$ cat config.mk
export PLATFORM = sky130hd
export DESIGN_NAME = cla_slice_sequencer
export DESIGN_NICKNAME = d
export VERILOG_FILES = /design/src/rtl/cla_slice_sequencer.sv
export SDC_FILE = /design/constraint.sdc
export NUM_CORES = 1
export LEC_CHECK = 0
export BUFFER_PORTS_ARGS = -buffer_cell sky130_fd_sc_hd__buf_4
export CAP_MARGIN = 20
export CORE_MARGIN = 10
export CORE_UTILIZATION = 41
export DETAILED_ROUTE_END_ITERATION = 8
export GPL_ROUTABILITY_DRIVEN = 1
export PLACE_DENSITY = 0.73
export SLEW_MARGIN = 5
export SYNTH_ARGS = -nofsm -noshare
export SYNTH_HDL_FRONTEND = slang
export SYNTH_SLANG_ARGS = --single-unit
$ cat constraint.sdc
create_clock -name clk -period 2.15 [get_ports clk]
set_input_delay 0.43 -clock clk [delete_from_list [all_inputs] [get_ports clk]]
set_output_delay 0.43 -clock clk [all_outputs]
set_load 0.03 [all_outputs]
$ cat src/rtl/cla_slice_sequencer.sv
// ============================================================================
//  Module  : cla_slice_sequencer
//  Brief   : Multi-cycle add/subtract that time-shares one external CLA slice,
//            processing one slice per cycle, LSB slice first.
//  Revision: 1.0 - initial release
// ============================================================================
`default_nettype none

module cla_slice_sequencer #(
    parameter int DATA_W  = 64,
    parameter int SLICE_W = 16
) (
    input  logic               clk,
    input  logic               rst_n,
    input  logic               in_valid,
    output logic               in_ready,
    input  logic [DATA_W-1:0]  in_a,
    input  logic [DATA_W-1:0]  in_b,
    input  logic               in_sub,
    output logic               out_valid,
    input  logic               out_ready,
    output logic [DATA_W-1:0]  out_sum,
    output logic               out_cout,
    output logic               out_ovf,
    output logic [SLICE_W-1:0] slc_a,
    output logic [SLICE_W-1:0] slc_b,
    output logic               slc_cin,
    input  logic [SLICE_W-1:0] slc_sum,
    input  logic               slc_cout
);

    localparam int NSLICE = DATA_W / SLICE_W;
    localparam int IDX_W  = (NSLICE > 1) ? $clog2(NSLICE) : 1;
    localparam logic [IDX_W-1:0] c_LAST_IDX = IDX_W'(NSLICE - 1);

    localparam logic [1:0] c_IDLE = 2'd0;
    localparam logic [1:0] c_RUN  = 2'd1;
    localparam logic [1:0] c_DONE = 2'd2;

    logic [1:0]                     r_state;
    logic [1:0]                     w_state_next;
    logic [IDX_W-1:0]               r_idx;
    logic                           r_carry;
    logic [NSLICE-1:0][SLICE_W-1:0] r_a;
    logic [NSLICE-1:0][SLICE_W-1:0] r_b;
    logic [NSLICE-1:0][SLICE_W-1:0] r_sum;
    logic [NSLICE-1:0][SLICE_W-1:0] w_sum_next;
    logic                           w_ovf;
    logic [DATA_W-1:0]              r_out_sum;
    logic                           r_out_cout;
    logic                           r_out_ovf;

    // State register
    always_ff @(posedge clk) begin
        if (!rst_n) begin
            r_state <= c_IDLE;
        end else begin
            r_state <= w_state_next;
        end
    end

    // Next-state logic
    always_comb begin
        w_state_next = r_state;
        case (r_state)
            c_IDLE:  if (in_valid)             w_state_next = c_RUN;
            c_RUN:   if (r_idx == c_LAST_IDX)  w_state_next = c_DONE;
            c_DONE:  if (out_ready)            w_state_next = c_IDLE;
            default:                           w_state_next = c_IDLE;
        endcase
    end

    // Output logic; the slice bus is quiet outside RUN
    always_comb begin
        in_ready  = (r_state == c_IDLE);
        out_valid = (r_state == c_DONE);
        slc_a     = '0;
        slc_b     = '0;
        slc_cin   = 1'b0;
        if (r_state == c_RUN) begin
            slc_a   = r_a[r_idx];
            slc_b   = r_b[r_idx];
            slc_cin = r_carry;
        end
    end

    // Full sum including the slice currently on the bus, used on the final slice
    always_comb begin
        w_sum_next        = r_sum;
        w_sum_next[r_idx] = slc_sum;
        w_ovf = (r_a[NSLICE-1][SLICE_W-1] == r_b[NSLICE-1][SLICE_W-1]) &&
                (w_sum_next[NSLICE-1][SLICE_W-1] != r_a[NSLICE-1][SLICE_W-1]);
    end

    // Result registers are separate so the published result holds through the next RUN
    always_ff @(posedge clk) begin
        if (!rst_n) begin
            r_idx      <= '0;
            r_carry    <= 1'b0;
            r_a        <= '0;
            r_b        <= '0;
            r_sum      <= '0;
            r_out_sum  <= '0;
            r_out_cout <= 1'b0;
            r_out_ovf  <= 1'b0;
        end else begin
            case (r_state)
                c_IDLE: begin
                    if (in_valid) begin
                        r_a     <= in_a;
                        r_b     <= in_sub ? ~in_b : in_b;
                        r_carry <= in_sub;
                        r_idx   <= '0;
                    end
                end
                c_RUN: begin
                    r_sum[r_idx] <= slc_sum;
                    r_carry      <= slc_cout;
                    if (r_idx == c_LAST_IDX) begin
                        r_out_sum  <= w_sum_next;
                        r_out_cout <= slc_cout;
                        r_out_ovf  <= w_ovf;
                    end else begin
                        r_idx <= r_idx + IDX_W'(1);
                    end
                end
                default: ;
            endcase
        end
    end

    assign out_sum  = r_out_sum;
    assign out_cout = r_out_cout;
    assign out_ovf  = r_out_ovf;

endmodule

`default_nettype wire
[Word level (Yosys, flattened, before mapping)]
Index checks and enable logic that the tools add are counted.
Operators by class
  $add $sub $neg: 1
  order comparisons: 2
  equal/unequal tests: 9
  mux-type cells: 20
  bitwise gates (word level): 1
  reductions and logical operators: 9
Operators by type and width (count)
  2-to-1 mux 16 bit: 5
  binary-select mux 16 bit (select 2 bit): 2
  bitwise mux 64 bit: 1
  2-to-1 mux 64 bit: 1
  inverter 64 bit: 1
  demux 16 bit (select 2 bit): 1
  2-to-1 mux 2 bit: 5
  case mux 2 bit (3 select lines): 1
  AND reduction 2 bit: 3
  AND reduction 3 bit: 2
  equality test 2 bit, second input constant: 2
  != test 2 x 1 -> 1 bit, second input constant: 2
  != test 2 bit, second input constant: 2
  case mux 2 bit (2 select lines): 1
  less-than comparator 2 x 3 -> 1 bit, second input constant: 1
  adder 2 x 1 -> 2 bit, second input constant: 1
  equality test 2 x 1 -> 1 bit, second input constant: 1
  greater-or-equal comparator 2 x 1 -> 1 bit, second input constant: 1
  logical AND 1 bit: 2
  zero test 2 bit: 1
  2-to-1 mux 1 bit: 2
  case mux 1 bit (2 select lines): 1
  nonzero test 2 bit: 1
  equality test 1 bit: 1
  != test 1 bit: 1
Word-level totals
  register bits: 263
  bits of input ports: 150
  output and inout bits: 101
  logic and storage cells: 60

[Logic depth before layout (Yosys ltp)]
  depth in word-level cells: 7
  gate-level depth with buffers: 10
  mapped depth without buffers: 5

[Worst setup path before layout]
No wires, ideal clock.
  path kind: register to register
  from: register r_idx[1]
  to: register r_sum[21] in the netlist's numbering
  library setup time: 0.076 ns
  data arrival time: 1.967 ns
  data required time: 2.074 ns
  setup slack: 0.107 ns
  cell stages (with the launch flop): 10
  buffers on the path: 4
  period minus slack after synthesis: 2.043 ns
  path through: dfxtp_1 > buf_2 > buf_1 > inv_1 > ha_1 > buf_4 > nand3b_1 > clkbuf_1 > nand2_1 > a21boi_0
Between the ends
  cells in the longest elaborated chain, start to end: 5
  elaborated cells between the ends (all ways): 6
  classes of those cells: order compare: 2; mux: 3; reduce/logical: 1
RTL lines
  from (decl): line 42  | logic [IDX_W-1:0] r_idx;
  from (signal assigned): line 124  | r_idx <= r_idx + IDX_W'(1);
  less-than comparator 2 x 3 -> 1 bit (not written as such) or greater-or-equal comparator 2 x 1 -> 1 bit (tied branches): line 117  | r_sum[r_idx] <= slc_sum;
  logical AND 1 bit (not written as such): line 117
  2-to-1 mux 16 bit (not written as such): line 117
  demux 16 bit (select 2 bit) (*): line 117
  bitwise mux 64 bit (*): line 117
  to (signal, indexed assignment): line 117
  to (decl): line 46  | logic [NSLICE-1:0][SLICE_W-1:0] r_sum;
Every way passes the cells marked *; elsewhere a longest branch is shown, timed or not.
A chain may end at the register's enable or synchronous reset.

[Final worst setup path]
  from: register r_idx[0]
  to: output slc_a[7]
Between the ends
  cells in the longest elaborated chain, start to end: 3
RTL lines
  binary-select mux 16 bit (select 2 bit): line 81  | slc_a = r_a[r_idx];
  2-to-1 mux 16 bit (not written as such): line 81
  2-to-1 mux 16 bit: line 80  | if (r_state == c_RUN) begin
  to (decl): line 25  | output logic [SLICE_W-1:0] slc_a,
Every way passes these cells. The select of a mux whose other input is x is not followed.

==> impl_metrics.csv <==
group,metric,value,unit
outcome,status,"finished with violations",
outcome,violations,"setup timing",
synthesis,netlist_instances,1185,
placed_design,gp_congestion,0.823,
cts,numCtsBuffers,28,
synthesis,syn_avg_cell_area,9.45,sq um
sta,layout_setup_ws,-245,ps
worst_setup_path,timing.rr.start,"r_idx[0]",
cts,postCtsHoldBufs,0,
die,initial_core_util,41.6,%
sta,drv_slew,0,
routing,vias,9098,
cts,clock-sinks,247,
cts,clkTransAtPathRegs,60,ps
routing,ant_nets,0,
sta,rsz0062_at_grt,"true",
synthesis,async_flop_share,0,%
die,dieArea,34300,sq um
synthesis,ys_ff_latch,247,
routing,post_drt_wl_per_cell,18.3,um
synthesis,synthesis.area,11200,sq um
synthesis,ys.flop_type,"dfxtp_1",
cts,cts_tree,"done",
cts,clock_latency,530,ps
worst_setup_path,rr_worst_depth,8,
worst_setup_path,crit_type,"flop to primary output",
synthesis,synth.yosys.seq_area_share,44.1,%
placed_design,dp_slack,194,ps
power,power_density,775,nW/um^2
sta,min_period_over_period,111,%
placed_design,placed_cell_area,13400,sq um
worst_setup_path,worstSetupEndpoint,"slc_a[7]",
power,p_leak,6.88,nW
sta,finalHoldViolCount,0,
die,rows,60,
grt,grt_overflow,0,
synthesis,synth.distinct_cells,29,
worst_setup_path,r2r_slack,340,ps
worst_setup_path,end_kind,"primary output",
sta,finClkSkew,6.65,ps
synthesis,syn_nets,1339,
sta,report.final.setup_viol,32,
sta,post-route-min-period,2400,ps
power,ir_drop,0.519,mV
die,core_area,27000,sq um
routing,drt-total-wl,32.2,mm
sta,worst_pin_slew,608,ps
worst_setup_path,crit_start,"r_idx[0]",
synthesis,synth-edff-count,0,
worst_setup_path,critPathRequiredTime,1720,ps
power,total_power,0.0113,W
hold_path,hold_path_class,"primary input to flop",
grt,grt_pass1_wl,49.5,mm
worst_setup_path,start_kind,"flop",
routing,dr.pass1.iters,5,
worst_setup_path,arrival,1970,ps
worst_setup_path,critPathMaxFanout,5,
placed_design,portBuffers,250,
finish,final_cell_area,14600,sq um
sta,slew_headroom,59.5,%
cts,h-tree-depth,1,
grt,antenna_found_initial,1,
grt,grt_max_degree,80,
sta,tns,-6820,ps
finish,layout-drive-gt1-share,27.6,%
finish,syn2layout_area_growth,30.2,%
grt,grt_pass1_vias,9124,
sta,fmax,0.417,GHz
finish,nets,1551,
grt,track_usage,17.9,%
worst_setup_path,reg2reg_to,"r_sum[45]",
routing,drc,0,
die,dieWidth,185,um
cts,clockBufferDepth,3,
die,die_height,185,um
synthesis,ys_warn_count,0,
routing,drtIter0Drc,468,
run,max-cap-violations,0,
die,boundaryPins,251,
placed_design,hpwl,22.6,mm
routing,via_per_inst,5.17,
cts,clockRootBuffer,"clkbuf_16",
==> routing by layer <==
layer	share of wire [%]	up-vias	track usage, %
met4	2.1	0	4.75
met1	42	4312	22.3
li1	-	4452	-
met3	9.7	45	6.17
met5	0	-	0
met2	46	289	28.7
==> cells in the final DEF, fill, tap and decap left out, types with 3 or more instances in the layout <==
cell          n
a21boi_0     73
a21boi_1     56
and3b_1       3
buf_12       12
buf_4       264
buf_6        14
bufinv_16     3
clkbuf_16    29
clkbuf_8      3
clkinv_2     10
clkinvlp_4    3
dfxtp_1     245
ha_1          4
inv_1         4
mux2i_1      49
mux4_2       32
nand2_1     373
nand3b_1      5
nor2_1        4
nor2b_1      24
nor2b_4       8
o211a_1     112
o21ai_0       4
xnor2_1      64
==> sequential cells by signal, indices dropped and copies added, names as in the netlist <==
name / flops
out_cout: 1
r_state: 2
r_sum: 48
r_a: 64
r_idx: 2
out_ovf: 1
out_sum: 64
r_b: 64
r_carry: 1
==> layout make-up <==
cell class | instances | area [sq um]
inverters | 4 | 15.0
clock buffers | 34 | 774
diodes | 1 | 2.50
multi-input cells | 824 | 5800
fillers | 2417 | 12400
well taps | 341 | 427
flip-flops and latches | 247 | 4950
clock inverters | 18 | 180
repair buffers | 292 | 2430
==> synth_stat cells (all sizes together), types with 5 or more instances <==
master | instances | area share [%]
nand2 | 373 | 12
nor2b | 34 | 1.9
dfxtp | 247 | 44
clkbuf | 48 | 1.6
a21boi | 129 | 8.6
mux2i | 49 | 4.4
xnor2 | 64 | 5.0
mux4 | 32 | 6.4
buf | 62 | 3.1
nand3b | 5 | 0.34
o211a | 112 | 10
==> worst max-delay path, stage by stage, from the launching register on <==
cell and delay [ps]:
dfxtp_4 380, buf_12 120, buf_16 130, mux4_2 480, nor2b_2 170, buf_6 140
==> how the worst min path moves through the flow <==
stage	start	endpoint	cells past startpoint
final	in_a[55]	r_a[55]	3
after global routing	in_a[27]	r_a[27]	3
after CTS	in_a[22]	r_a[22]	3
after detailed placement	r_a[62]	r_a[62]	2
after global placement	r_a[62]	r_a[62]	2
after floorplan	r_a[16]	r_a[16]	2
==> cell families after synthesis <==
group	after synthesis	synth area share (%)
simple gates	425	15.6
compound gates	250	19.2
flops	247	44.1
buf+inv	114	4.83
mux	81	10.8
xor+xnor	64	5.00
fa+ha+maj	4	0.447
==> through the flow <==
stage / utilization (%) / std cells / hold slack (ps)
floorplan: - / 1185 / 432
global placement: 49.8 / 1703 / 438
global route: 54.1 / 1760 / 128
finish: 54.1 / 1761 / 141
CTS: 53.8 / 1760 / 116
detailed placement: 49.8 / 1703 / 445
==> timing repair <==
item | 4_1_cts | 5_1_grt
resized for setup | 12 | 21
buffers inserted | 3 | 0
pin swaps | 0 | 0
endpoints found under the setup margin | 33 | 32
cloned | 2 | 0
==> report_power, final <==
group          switching (W)  total, W  internal, W
Combinational       0.000739   0.00151     0.000771
Sequential          0.000131   0.00492      0.00479
Clock                0.00195   0.00488      0.00293
No activity file was read; power rests on OpenSTA's default activity.
